--- config.mk ---
export PLATFORM = sky130hd
export DESIGN_NAME = bus_arbiter_flat
export DESIGN_NICKNAME = d
export VERILOG_FILES = /design/src/rtl/bus_arbiter.sv /design/src/rtl/bus_arbiter_if.sv /design/src/flat_wrapper.sv
export SDC_FILE = /design/constraint.sdc
export NUM_CORES = 1
export LEC_CHECK = 0
export ABC_AREA = 1
export ABC_CLOCK_PERIOD_IN_PS = 2000
export CAP_MARGIN = 20
export CORE_AREA = 2 2 199 201
export CTS_BUF_LIST = sky130_fd_sc_hd__clkbuf_2
export CTS_CLUSTER_SIZE = 30
export DETAILED_ROUTE_END_ITERATION = 10
export DIE_AREA = 0 0 201 203
export PLACE_DENSITY = 0.65
export SETUP_SLACK_MARGIN = 0.05
export SYNTH_ARGS = -nofsm -noshare
export SYNTH_HDL_FRONTEND = slang
export SYNTH_SLANG_ARGS = --single-unit
--- constraint.sdc ---
create_clock -name clk -period 2 [get_ports clk]
set_input_delay 0.3 -clock clk [delete_from_list [all_inputs] [get_ports clk]]
set_output_delay 0.3 -clock clk [all_outputs]
set_load 0.05 [all_outputs]
--- src/rtl/bus_arbiter.sv ---
// Round-robin arbiter sharing one memory port between instruction fetch and data access.
// XLEN must be 32 or 64; every output comes straight from a register.
package pipeline;
    parameter int XLEN = 64;
endpackage

module bus_arbiter #(
    parameter int XLEN  = pipeline::XLEN,
    parameter int BLANK = 2
) (
    input  logic          clk,
    input  logic          reset_n,
    bus_arbiter_if.slave  bus
);
    localparam int SELW = XLEN / 8;
    localparam int CNTW = (BLANK < 1) ? 1 : $clog2(BLANK + 1);
    localparam logic [CNTW-1:0] BLANK_LD = CNTW'(BLANK);

    typedef enum logic [1:0] {IDLE, INSTR, DATA} state_t;

    state_t          state;
    logic            last_instr;   // round-robin pointer: 1 when the last grant went to fetch
    logic [CNTW-1:0] instr_blank;
    logic [CNTW-1:0] data_blank;

    logic            instr_pend;
    logic            data_pend;
    logic            pick_instr;
    logic [SELW-1:0] instr_lanes;
    logic [31:0]     fetch_word;

    // NOTE: every signal gets a default at the top so no path through the block infers a latch.
    always_comb begin
        instr_pend  = bus.instr_re && (instr_blank == '0);
        data_pend   = (bus.data_re || bus.data_we) && (data_blank == '0);
        pick_instr  = instr_pend && (!data_pend || !last_instr);
        instr_lanes = SELW'(bus.instr_sel);
        if (XLEN == 64 && bus.instr_addr[2]) instr_lanes = instr_lanes << 4;
        // mem_addr still holds the fetch address while the fetch is outstanding
        fetch_word = bus.mem_rdata[31:0];
        if (XLEN == 64 && bus.mem_addr[2]) fetch_word = bus.mem_rdata[XLEN-1 -: 32];
    end

    // NOTE: sequential state uses non-blocking assignments only, so every branch sees pre-edge values.
    always_ff @(posedge clk or negedge reset_n) begin
        if (!reset_n) begin
            state          <= IDLE;
            last_instr     <= 1'b0;
            instr_blank    <= '0;
            data_blank     <= '0;
            bus.instr_ack  <= 1'b0;
            bus.instr_data <= '0;
            bus.data_ack   <= 1'b0;
            bus.data_r     <= '0;
            bus.mem_cyc    <= 1'b0;
            bus.mem_we     <= 1'b0;
            bus.mem_sel    <= '0;
            bus.mem_addr   <= '0;
            bus.mem_wdata  <= '0;
        end else begin
            bus.instr_ack <= 1'b0;
            bus.data_ack  <= 1'b0;
            if (instr_blank != '0) instr_blank <= instr_blank - CNTW'(1);
            if (data_blank != '0)  data_blank  <= data_blank - CNTW'(1);

            case (state)
                IDLE: begin
                    // the cycle that carries an ack never starts a new grant
                    if (!bus.instr_ack && !bus.data_ack) begin
                        if (pick_instr) begin
                            state         <= INSTR;
                            last_instr    <= 1'b1;
                            bus.mem_cyc   <= 1'b1;
                            bus.mem_we    <= 1'b0;
                            bus.mem_sel   <= instr_lanes;
                            bus.mem_addr  <= bus.instr_addr;
                            bus.mem_wdata <= '0;
                        end else if (data_pend) begin
                            state         <= DATA;
                            last_instr    <= 1'b0;
                            bus.mem_cyc   <= 1'b1;
                            bus.mem_we    <= bus.data_we;
                            bus.mem_sel   <= bus.data_sel;
                            bus.mem_addr  <= bus.data_addr;
                            bus.mem_wdata <= bus.data_w;
                        end
                    end
                end
                INSTR: begin
                    if (bus.mem_ack) begin
                        state          <= IDLE;
                        bus.mem_cyc    <= 1'b0;
                        bus.instr_ack  <= 1'b1;
                        bus.instr_data <= fetch_word;
                        instr_blank    <= BLANK_LD;
                    end
                end
                DATA: begin
                    if (bus.mem_ack) begin
                        state        <= IDLE;
                        bus.mem_cyc  <= 1'b0;
                        bus.data_ack <= 1'b1;
                        bus.data_r   <= bus.mem_rdata;
                        data_blank   <= BLANK_LD;
                    end
                end
                default: state <= IDLE;
            endcase
        end
    end
endmodule

--- src/rtl/bus_arbiter_if.sv ---
// Bundle of the two core request ports and the shared memory port.
// The arbiter uses the slave view; the core and memory side use the master view.
interface bus_arbiter_if #(
    parameter int XLEN = 64
);
    logic              instr_re;
    logic [3:0]        instr_sel;
    logic [XLEN-1:0]   instr_addr;
    logic              instr_ack;
    logic [31:0]       instr_data;

    logic              data_re;
    logic              data_we;
    logic [XLEN/8-1:0] data_sel;
    logic [XLEN-1:0]   data_addr;
    logic [XLEN-1:0]   data_w;
    logic              data_ack;
    logic [XLEN-1:0]   data_r;

    logic              mem_cyc;
    logic              mem_we;
    logic [XLEN/8-1:0] mem_sel;
    logic [XLEN-1:0]   mem_addr;
    logic [XLEN-1:0]   mem_wdata;
    logic              mem_ack;
    logic [XLEN-1:0]   mem_rdata;

    modport slave (
        input  instr_re, instr_sel, instr_addr,
        output instr_ack, instr_data,
        input  data_re, data_we, data_sel, data_addr, data_w,
        output data_ack, data_r,
        output mem_cyc, mem_we, mem_sel, mem_addr, mem_wdata,
        input  mem_ack, mem_rdata
    );

    modport master (
        output instr_re, instr_sel, instr_addr,
        input  instr_ack, instr_data,
        output data_re, data_we, data_sel, data_addr, data_w,
        input  data_ack, data_r,
        input  mem_cyc, mem_we, mem_sel, mem_addr, mem_wdata,
        output mem_ack, mem_rdata
    );
endinterface

--- src/flat_wrapper.sv ---
// flat-port wrapper written by rule: the top's interface ports become plain ports
module bus_arbiter_flat 
#(
    parameter int XLEN  = pipeline::XLEN,
    parameter int BLANK = 2
)
  (clk, reset_n, bus_instr_re, bus_instr_sel, bus_instr_addr, bus_instr_ack, bus_instr_data, bus_data_re, bus_data_we, bus_data_sel, bus_data_addr, bus_data_w, bus_data_ack, bus_data_r, bus_mem_cyc, bus_mem_we, bus_mem_sel, bus_mem_addr, bus_mem_wdata, bus_mem_ack, bus_mem_rdata);
  bus_arbiter_if #(.XLEN(XLEN)) bus_i ();
  input  logic clk;
  input  logic reset_n;
  input wire logic [$bits(bus_i.instr_re)-1:0] bus_instr_re;
  input wire logic [$bits(bus_i.instr_sel)-1:0] bus_instr_sel;
  input wire logic [$bits(bus_i.instr_addr)-1:0] bus_instr_addr;
  output wire logic [$bits(bus_i.instr_ack)-1:0] bus_instr_ack;
  output wire logic [$bits(bus_i.instr_data)-1:0] bus_instr_data;
  input wire logic [$bits(bus_i.data_re)-1:0] bus_data_re;
  input wire logic [$bits(bus_i.data_we)-1:0] bus_data_we;
  input wire logic [$bits(bus_i.data_sel)-1:0] bus_data_sel;
  input wire logic [$bits(bus_i.data_addr)-1:0] bus_data_addr;
  input wire logic [$bits(bus_i.data_w)-1:0] bus_data_w;
  output wire logic [$bits(bus_i.data_ack)-1:0] bus_data_ack;
  output wire logic [$bits(bus_i.data_r)-1:0] bus_data_r;
  output wire logic [$bits(bus_i.mem_cyc)-1:0] bus_mem_cyc;
  output wire logic [$bits(bus_i.mem_we)-1:0] bus_mem_we;
  output wire logic [$bits(bus_i.mem_sel)-1:0] bus_mem_sel;
  output wire logic [$bits(bus_i.mem_addr)-1:0] bus_mem_addr;
  output wire logic [$bits(bus_i.mem_wdata)-1:0] bus_mem_wdata;
  input wire logic [$bits(bus_i.mem_ack)-1:0] bus_mem_ack;
  input wire logic [$bits(bus_i.mem_rdata)-1:0] bus_mem_rdata;
  assign bus_i.instr_re = bus_instr_re;
  assign bus_i.instr_sel = bus_instr_sel;
  assign bus_i.instr_addr = bus_instr_addr;
  assign bus_instr_ack = bus_i.instr_ack;
  assign bus_instr_data = bus_i.instr_data;
  assign bus_i.data_re = bus_data_re;
  assign bus_i.data_we = bus_data_we;
  assign bus_i.data_sel = bus_data_sel;
  assign bus_i.data_addr = bus_data_addr;
  assign bus_i.data_w = bus_data_w;
  assign bus_data_ack = bus_i.data_ack;
  assign bus_data_r = bus_i.data_r;
  assign bus_mem_cyc = bus_i.mem_cyc;
  assign bus_mem_we = bus_i.mem_we;
  assign bus_mem_sel = bus_i.mem_sel;
  assign bus_mem_addr = bus_i.mem_addr;
  assign bus_mem_wdata = bus_i.mem_wdata;
  assign bus_i.mem_ack = bus_mem_ack;
  assign bus_i.mem_rdata = bus_mem_rdata;
  bus_arbiter #(.XLEN(XLEN), .BLANK(BLANK)) u_core (.clk(clk), .reset_n(reset_n), .bus(bus_i));
endmodule
==> results of run 1 <==
[cells by family (layout without fill, tap and decap cells)]
group                    after synthesis  in the layout  share of synthesized area (%)
AO/OA/AOI/OAI                        171            171                           8.14
other                                  0              3                              0
adder cells (fa/ha/maj)                4              4                          0.475
AND/OR/NAND/NOR                      776            776                           27.9
buffers and inverters                125            964                           5.76
flip-flops                           243            243                           57.7
[routing by layer]
| layer | GRT usage [%] | routed length, µm |
|---|---|---|
| met1 | 24.1 | 17100 |
| met3 | 6.39 | 3440 |
| met5 | 0 | 0 |
| met4 | 12.0 | 2070 |
| met2 | 35.8 | 21000 |
[placed cells by master, fill, tap and decap left out]
cell / instances
ha_1: 4
nor2_2: 1
a21oi_1: 31
clkdlybuf4s50_1: 272
inv_2: 3
dlygate4sd3_1: 260
buf_6: 74
dfrtp_4: 1
nand2_1: 699
o21ai_0: 139
inv_1: 43
nor3_1: 1
nand4_1: 1
buf_4: 148
bufinv_16: 2
nand2_2: 2
or2_2: 1
clkbuf_2: 95
buf_12: 17
dfrtp_1: 242
nand3_1: 5
buf_2: 33
clkinv_1: 14
o211ai_1: 1
buf_8: 1
nand3_4: 1
diode_2: 3
clkinv_2: 2
nor2_1: 64
nand2_4: 1
[power breakdown]
group          total (mW)  internal [mW]  switching [mW]
registers            8.60           7.17            1.43
logic                19.1           5.80            13.3
clock network        3.63           1.52            2.11
total                31.3           14.5            16.8
[repair_timing]
item	in CTS	in global routing
endpoints found under the hold margin	475	0
pin swaps	0	0
buffers inserted	5	0
hold buffers	260	0
gates resized for setup	1370	40
endpoints found under the setup margin	229	21
[worst paths after layout]
| kind | start | to |
|---|---|---|
| max in group asynchronous | reset_n | u_core.bus.mem_addr[21] |
| min in group asynchronous | reset_n | u_core.bus.data_r[46] |
| setup / recovery | u_core.bus.mem_addr[2] | bus_mem_addr[2] |
| hold / removal | bus_instr_sel[3] | u_core.bus.mem_sel[3] |
| setup reg to reg | u_core.state[0] | u_core.bus.mem_wdata[5] |
| hold reg to reg | u_core.instr_blank[0] | u_core.instr_blank[0] |
[cell type report]
| class | count | area share (%) |
|---|---|---|
| Timing Repair Buffer | 805 | 40.7 |
| Sequential cell | 243 | 31.8 |
| Multi-Input combinational cell | 951 | 20.2 |
| Tap cell | 518 | 3.38 |
| Clock buffer | 95 | 2.48 |
| Inverter | 46 | 0.901 |
| Clock inverter | 18 | 0.640 |
| Antenna cell | 3 | 0.0392 |
[worst reg2reg max path, delay by kind of cell, from the launching register on]
family          cells  cell delay (ns)
compound gates      1             0.28
buf+inv             2             0.47
simple gates        1             0.12
fa+ha+maj           1             0.25
flops               1             0.42
[sequential cells by signal, indices dropped and copies added, names as in the netlist]
signal / cells
u_core.instr_blank: 2
u_core.bus.data_ack: 1
u_core.bus.mem_addr: 64
u_core.data_blank: 2
u_core.bus.mem_cyc: 1
u_core.bus.data_r: 64
u_core.bus.mem_sel: 8
u_core.bus.instr_ack: 1
u_core.bus.instr_data: 32
u_core.last_instr: 1
u_core.bus.mem_we: 1
u_core.state: 2
u_core.bus.mem_wdata: 64
[metrics by stage]
stage	instances	hold slack, ns	util (%)	TNS, ns	total power [mW]
2_1_floorplan	1319	0.00441	-	0	20.6
3_3_place_gp	2298	0.307	42.3	-0.00246	27.3
3_5_place_dp	2298	0.311	42.3	-0.537	27.5
4_1_cts	2676	0.00164	50.1	-1.05	31.6
5_1_grt	2679	0.0683	49.8	0	33.3
6_report	2679	0.162	49.8	0	31.3
==> results.yml, run 1 <==
detailed_routing:
  routed_via_density: 4.47
  ant_nets: 0
  wl_per_cell_um: 16.3
  dr.pass1.iters: 5
  drtIter0Drc: 752
  drc: 0
  dr_total_vias: 12000
  wl_mm: 43.6
worst_setup_path:
  crit_slowest_cell: "dfrtp_4"
  cp.arrival_ns: 1.54
  cp_cell_sequence: "buf_12"
  critPathKind: "reg -> out"
  crit_required_ns: 1.70
  critPathMaxFanout: 2
  cp_num_buf_inv: 1
  startpoint_type: "flop"
  r2r_cells: 5
  cp-end-kind: "output port"
  crit_cells: 1
  path_delay_family: "flip-flops"
  regToRegSetupSlack_ns: 0.31
  max_stage_delay_ns: 0.52
cts:
  clockBufferDepth: 3
  clockRootBuffer: "clkbuf_2"
  clkLatencyLatePin_ns: 0.90
  cts_made_buffers: 70
  path_clk_slew_ns: 0.09
  clock_sinks: 243
  htreeDepth: 3
  cts_tree: "built"
floorplanning:
  fp.dieW_um: 201
  rows: 72
  die_area_mm2: 0.0408
  ios: 510
  start_util_pct: 27.4
  core_area_mm2: 0.0385
  fp.dieH_um: 203
timing:
  rsz0062_at_grt: "yes"
  tightest_slew_ns: 0.595
  setup_slack_ns: 0.162
  setup_viol: 0
  slew-limit-headroom_pct: 60.3
  finClkSkew_ns: 0.0650
  clock.fmax_mhz: 544
  finalHoldViolations: 0
  maxSlewViolCount: 0
  post-route-min-period_ns: 1.84
  period_share_pct: 91.9
power:
  p_per_area_mw_per_mm2: 1630
  power.leakage_nw: 9.66
  vdd_drop_max_mv: 1.03
hold_path:
  hp-class: "in -> reg"
  holdPathStages: 5
cells_and_area:
  finalNetCount: 2395
  drive_gt1_share_pct: 17.7
  fin_area_mm2: 0.0192
  area_delta_synth_final_pct: 81.8
  fill_cells: 3546
  multi_input_area_mm2: 0.00386
  final-seq-area_mm2: 0.00608
placed_design:
  place_congestion: 0.899
  placed_area_mm2: 0.0163
  place_ws_ns: -0.0567
  port_buffers: 509
  place_hpwl_mm: 28.1
synth:
  ys.flop_type: "dfrtp_1"
  synth_top_area_cell: "dfrtp_1"
  mappedNetlistNets: 1597
  synthTopCellsByArea: "dfrtp_1 58%, nand2_1 25%, o21ai_0 6.6%"
  synth_area_mm2: 0.0105
  synthCells: 1319
  async_flop_share_pct: 100
  yosysSeqAreaShare_pct: 57.7
  synth_top_area_share_pct: 57.7
  ys_warn_count: 0
  synthTopCellsByCount: "700 x nand2_1, 243 x dfrtp_1, 139 x o21ai_0"
  yosys.cell_types.count: 22
  yosysMostFrequentCell: "nand2_1"
  synth_edf_count: 0
  synth.avg_cell_area_um2: 7.99
  ys_ff_latch: 243
grt:
  antenna_found_initial: 3
  grt_pass1_vias: 12700
  grtUsageTotal_pct: 21.2
  overflow: 0
  grt_pass1_wl_mm: 68.3
  grt_max_degree: 136
status:
  status: "complete, no violations"
flow_run:
  max-cap-violations: 0
Note: power is estimated with default switching activity, not from simulation.
==> run 2, diff against run 1 <==
Settings changed: CORE_AREA 2 2 199 201 to 2 2 198 200, DIE_AREA 0 0 201 203 to 0 0 200 202, GPL_TIMING_DRIVEN set to 1.
==> run 2 against run 1 <==
  * First-iteration DRC count shrank 32%
  * Sequential power shrank 0.5%
  * Utilization shrank 0.083 points
  * Critical endpoint unchanged
  * Largest power group unchanged
==> results.yml, run 2 (same netlist as run 1, synthesis figures left out) <==
status:
  status: "complete, no violations"
cts:
  clkLatencyLatePin_ns: 0.89
  htreeDepth: 3
  clockRootBuffer: "clkbuf_2"
  cts_made_buffers: 71
  clock_sinks: 243
  cts_tree: "built"
  clockBufferDepth: 3
  path_clk_slew_ns: 0.10
cells_and_area:
  final-seq-area_mm2: 0.00609
  drive_gt1_share_pct: 18.1
  reg.largest.list: "u_core.bus.data_r: 64 flops, u_core.bus.mem_addr: 64 flops, u_core.bus.mem_wdata: 64 flops"
  multi_input_area_mm2: 0.00387
  area_delta_synth_final_pct: 80.6
  fin_area_mm2: 0.0190
  fin_util_pct: 49.7
  stdcell_count: 2687
  final_cell_mix: "699 x nand2_1, 272 x clkdlybuf4s50_1, 262 x dlygate4sd3_1"
  final_common_cell: "nand2_1"
  fill_cells: 3544
  finalNetCount: 2392
placed_design:
  place_inst: 2294
  place_congestion: 0.825
  placed_area_mm2: 0.0162
  port_buffers: 509
  place_hpwl_mm: 27.8
power:
  power.leakage_nw: 9.65
  vdd_drop_max_mv: 1.23
  totalPowerFinal_mw: 31.4
  p_per_area_mw_per_mm2: 1650
timing:
  tightest_slew_ns: 0.576
  clock.fmax_mhz: 533
  period_share_pct: 93.8
  setup_viol: 0
  finalHoldViolations: 0
  slew-limit-headroom_pct: 61.6
  finalSetupTns_ns: 0
  finClkSkew_ns: 0.0996
  rsz0062_at_grt: "yes"
  maxSlewViolCount: 0
  post-route-min-period_ns: 1.88
worst_setup_path:
  critPathMaxFanout: 2
  path_delay_family: "flip-flops"
  cp.arrival_ns: 1.58
  max_stage_delay_ns: 0.53
  crit_slowest_cell: "dfrtp_4"
  critPathKind: "reg -> out"
  cp_num_buf_inv: 1
  cp_cell_sequence: "buf_12"
  startpoint_type: "flop"
  cp-end-kind: "output port"
  crit_required_ns: 1.70
detailed_routing:
  routed_via_density: 4.50
  drtIter0Drc: 512
  wl_per_cell_um: 16.7
  dr_wl_met2_mm: 20.9
  wl_met3_mm: 4.50
  topRoutingLayerUsed: "met4"
  ant_nets: 0
  wl_mm: 45.0
  dr_total_vias: 12100
  drc: 0
  dr.pass1.iters: 5
  drt-met1-wl_mm: 17.0
grt:
  overflow: 0
  grt_pass1_vias: 12800
  antenna_found_initial: 2
  grt_pass1_wl_mm: 68.0
  grt_max_degree: 170
  grtUsageTotal_pct: 21.7
floorplanning:
  fp.dieW_um: 200
  die_area_mm2: 0.0404
  core_area_mm2: 0.0383
  ios: 510
  start_util_pct: 27.5
  fp.dieH_um: 202
  rows: 72
flow_run:
  max-cap-violations: 0
hold_path:
  hp-class: "in -> reg"
## run 2: worst paths after layout
check | cells past startpoint | slack [ns] | from | endpoint
min in group asynchronous | 3 | 0.53 | reset_n | u_core.bus.data_r[5]
hold / removal | 3 | 0.18 | bus_mem_ack | u_core.instr_blank[1]
max in group asynchronous | 4 | 0.68 | reset_n | u_core.bus.mem_addr[12]
setup reg to reg | 8 | 0.21 | u_core.state[1] | u_core.bus.instr_data[4]
hold reg to reg | 1 | 0.43 | u_core.instr_blank[0] | u_core.instr_blank[0]
setup / recovery | 1 | 0.12 | u_core.bus.mem_addr[2] | bus_mem_addr[2]
## run 2: layout make-up
class,count,share of cell area (%)
tap,518,3.40
timing repair buffer,801,40.0
clock inverter,18,0.513
clock buffer,108,2.84
antenna,2,0.0263
sequential,243,32.0
inverter,46,0.907
multi-input combinational,951,20.3
## run 2: power breakdown
part	total [mW]	switching (mW)	leakage (nW)	internal, mW
sequential	8.56	1.39	3.02	7.17
clock	3.80	2.25	0.502	1.56
combinational	19.0	13.4	6.12	5.63
## run 2: repair_timing
item	4_1_cts	5_1_grt
gates resized for setup	1320	44
cloned	0	1
hold buffers	262	0
endpoints found under the hold margin	469	0
buffers inserted	3	0
setup endpoints to repair	232	33
## run 2: metrics by stage
| step | worst slack (ns) | hold WS (ns) |
|---|---|---|
| after floorplan | 0.411 | 0.00441 |
| after global placement | -0.00921 | 0.316 |
| after detailed placement | -0.0965 | 0.317 |
| after CTS | -0.0559 | 0.0128 |
| after global routing | 0.00947 | 0.0812 |
| final | 0.125 | 0.184 |
## run 2: per-layer routing
| metal | vias to the layer above | track usage [%] |
|---|---|---|
| met2 | 599 | 35.3 |
| met3 | 147 | 7.59 |
| met5 | - | 0 |
| met1 | 5645 | 23.7 |
| li1 | 5699 | - |
| met4 | 0 | 14.6 |
==> run 3, diff against run 2 <==
--- a/constraint.sdc
+++ b/constraint.sdc
@@ -3,2 +3,2 @@
 set_output_delay 0.3 -clock clk [all_outputs]
-set_load 0.05 [all_outputs]
+set_load 0.01 [all_outputs]
==> run 3 against run 2 <==
  * Cell count increased by 0.41%
  * Sequential power shrank 2%
  * Combinational power is 39% lower
  * Clock-buffer cell count fell by 7
  * Routed wire length is 1.7% lower
  * Utilization down 0.69 points
  * Critical path type unchanged
  * Highest routed layer unchanged
==> results.yml, run 3 (same netlist as run 1, synthesis figures left out) <==
cts:
  cts_made_buffers: 69
  cts_tree: "built"
  path_clk_slew_ns: 0.08
  htreeDepth: 3
  clockBufferDepth: 3
  clkLatencyLatePin_ns: 0.89
  clockRootBuffer: "clkbuf_2"
  clock_sinks: 243
floorplanning:
  rows: 72
  ios: 510
  start_util_pct: 27.5
  core_area_mm2: 0.0383
  die_area_mm2: 0.0404
  fp.dieH_um: 202
  fp.dieW_um: 200
worst_setup_path:
  critPathKind: "reg -> out"
  cp-end-kind: "output port"
  regToRegSetupSlack_ns: 0.30
  crit_required_ns: 1.70
  r2r_cells: 8
  crit_slowest_cell: "dfrtp_1"
  critPathMaxFanout: 2
  startpoint_type: "flop"
  path_delay_family: "flip-flops"
  cp.arrival_ns: 1.51
  r2r-start: "u_core.state[1]"
  cp_cell_sequence: "clkdlybuf4s15_1"
  r2r-end: "u_core.bus.instr_data[17]"
  max_stage_delay_ns: 0.39
  cp_num_buf_inv: 1
placed_design:
  place_congestion: 0.835
  place_inst: 2291
  placed_area_mm2: 0.0162
  port_buffers: 509
  place_hpwl_mm: 28.2
detailed_routing:
  dr_wl_met2_mm: 20.7
  dr_total_vias: 11900
  routed_via_density: 4.40
  topRoutingLayerUsed: "met4"
  ant_nets: 0
  drtIter0Drc: 458
  wl_per_cell_um: 16.4
  drc: 0
  wl_met3_mm: 4.38
  wl_mm: 44.2
  dr.pass1.iters: 8
  drt-met1-wl_mm: 16.9
cells_and_area:
  reg.largest.list: "u_core.bus.data_r: 64 flops, u_core.bus.mem_addr: 64 flops, u_core.bus.mem_wdata: 64 flops"
  stdcell_count: 2698
  drive_gt1_share_pct: 17.4
  fill_cells: 3520
  finalNetCount: 2413
  final_cell_mix: "699 x nand2_1, 272 x clkdlybuf4s50_1, 265 x dlygate4sd3_1"
  final-seq-area_mm2: 0.00608
  final_common_cell: "nand2_1"
  area_delta_synth_final_pct: 78.1
  multi_input_area_mm2: 0.00386
  fin_area_mm2: 0.0188
grt:
  grt_pass1_vias: 12500
  overflow: 0
  grtUsageTotal_pct: 21.1
  grt_max_degree: 170
  grt_pass1_wl_mm: 65.9
  antenna_found_initial: 1
timing:
  maxSlewViolCount: 0
  slew-limit-headroom_pct: 70.5
  clock.fmax_mhz: 551
  rsz0062_at_grt: "no"
  post-route-min-period_ns: 1.81
  finClkSkew_ns: 0.0570
  finalSetupTns_ns: 0
  finalHoldViolations: 0
  period_share_pct: 90.7
  tightest_slew_ns: 0.442
  setup_viol: 0
power:
  p_per_area_mw_per_mm2: 1250
  totalPowerFinal_mw: 23.5
  power.leakage_nw: 9.57
  vdd_drop_max_mv: 0.733
status:
  status: "complete, no violations"
hold_path:
  worstHoldEndpoint: "u_core.instr_blank[1]"
  hp-class: "in -> reg"
  hp-start: "bus_mem_ack"
  holdPathStages: 3
flow_run:
  max-cap-violations: 0
## run 3: cell types whose count changed in the layout (fill, tap and decap cells not counted), moves of 2 or more
cell	previous run	this run
buf_4	183	37
dfrtp_1	240	242
buf_6	34	1
clkdlybuf4s15_1	0	25
clkdlybuf4s15_2	0	24
buf_2	32	184
clkinv_1	13	8
clkbuf_2	108	102
buf_12	14	11
dlygate4sd3_1	262	265
## run 3: report_power, final
group          total [mW]  internal (mW)  switching [mW]
combinational        11.5           4.75            6.80
clock                3.60           1.46            2.15
sequential           8.37           7.16            1.22
## run 3: timing repair
item | 4_1_cts | 5_1_grt
gates cloned | 0 | 1
hold buffers | 266 | 0
resized for setup | 874 | 2
hold endpoints to repair | 470 | 0
buffers inserted | 24 | 0
endpoints found under the setup margin | 236 | 29
## run 3: layout make-up
class | instances | share of cell area (%)
antenna | 2 | 0.0267
clock buffer | 101 | 2.69
clock inverter | 13 | 0.413
inverter | 46 | 0.919
multi-input combinational | 951 | 20.6
sequential | 243 | 32.4
tap | 518 | 3.45
timing repair buffer | 824 | 39.5
## run 3: how the worst max path moves through the flow
| stage | startpoint | endpoint | slack [ns] | depth (start not counted) |
|---|---|---|---|---|
| final | u_core.bus.mem_addr[39] | bus_mem_addr[39] | 0.19 | 1 |
| after global routing | u_core.bus.mem_addr[24] | bus_mem_addr[24] | 0.05 | 1 |
| after CTS | u_core.bus.mem_sel[5] | bus_mem_sel[5] | 0.04 | 1 |
| after detailed placement | bus_data_we | u_core.bus.mem_wdata[7] | -0.12 | 8 |
| after global placement | bus_data_we | u_core.bus.mem_wdata[57] | -0.05 | 8 |
| after floorplan | u_core.state[1] | u_core.bus.instr_data[25] | 0.51 | 9 |
## run 3: metal layers
layer | global-route usage, % | vias to the layer above
met5 | 0 | -
met4 | 12.6 | 0
met3 | 7.88 | 125
met1 | 22.4 | 5470
li1 | - | 5723
met2 | 35.4 | 544
## run 3: through the flow
| step | hold slack [ns] | setup WS [ns] | utilization (%) |
|---|---|---|---|
| 2_1_floorplan | 0.00441 | 0.514 | - |
| 6_report | 0.169 | 0.185 | 49.0 |
| 3_3_place_gp | 0.263 | -0.0494 | 42.3 |
| 3_5_place_dp | 0.265 | -0.118 | 42.3 |
| 4_1_cts | 0.00403 | 0.0422 | 49.0 |
| 5_1_grt | 0.0542 | 0.0518 | 49.0 |
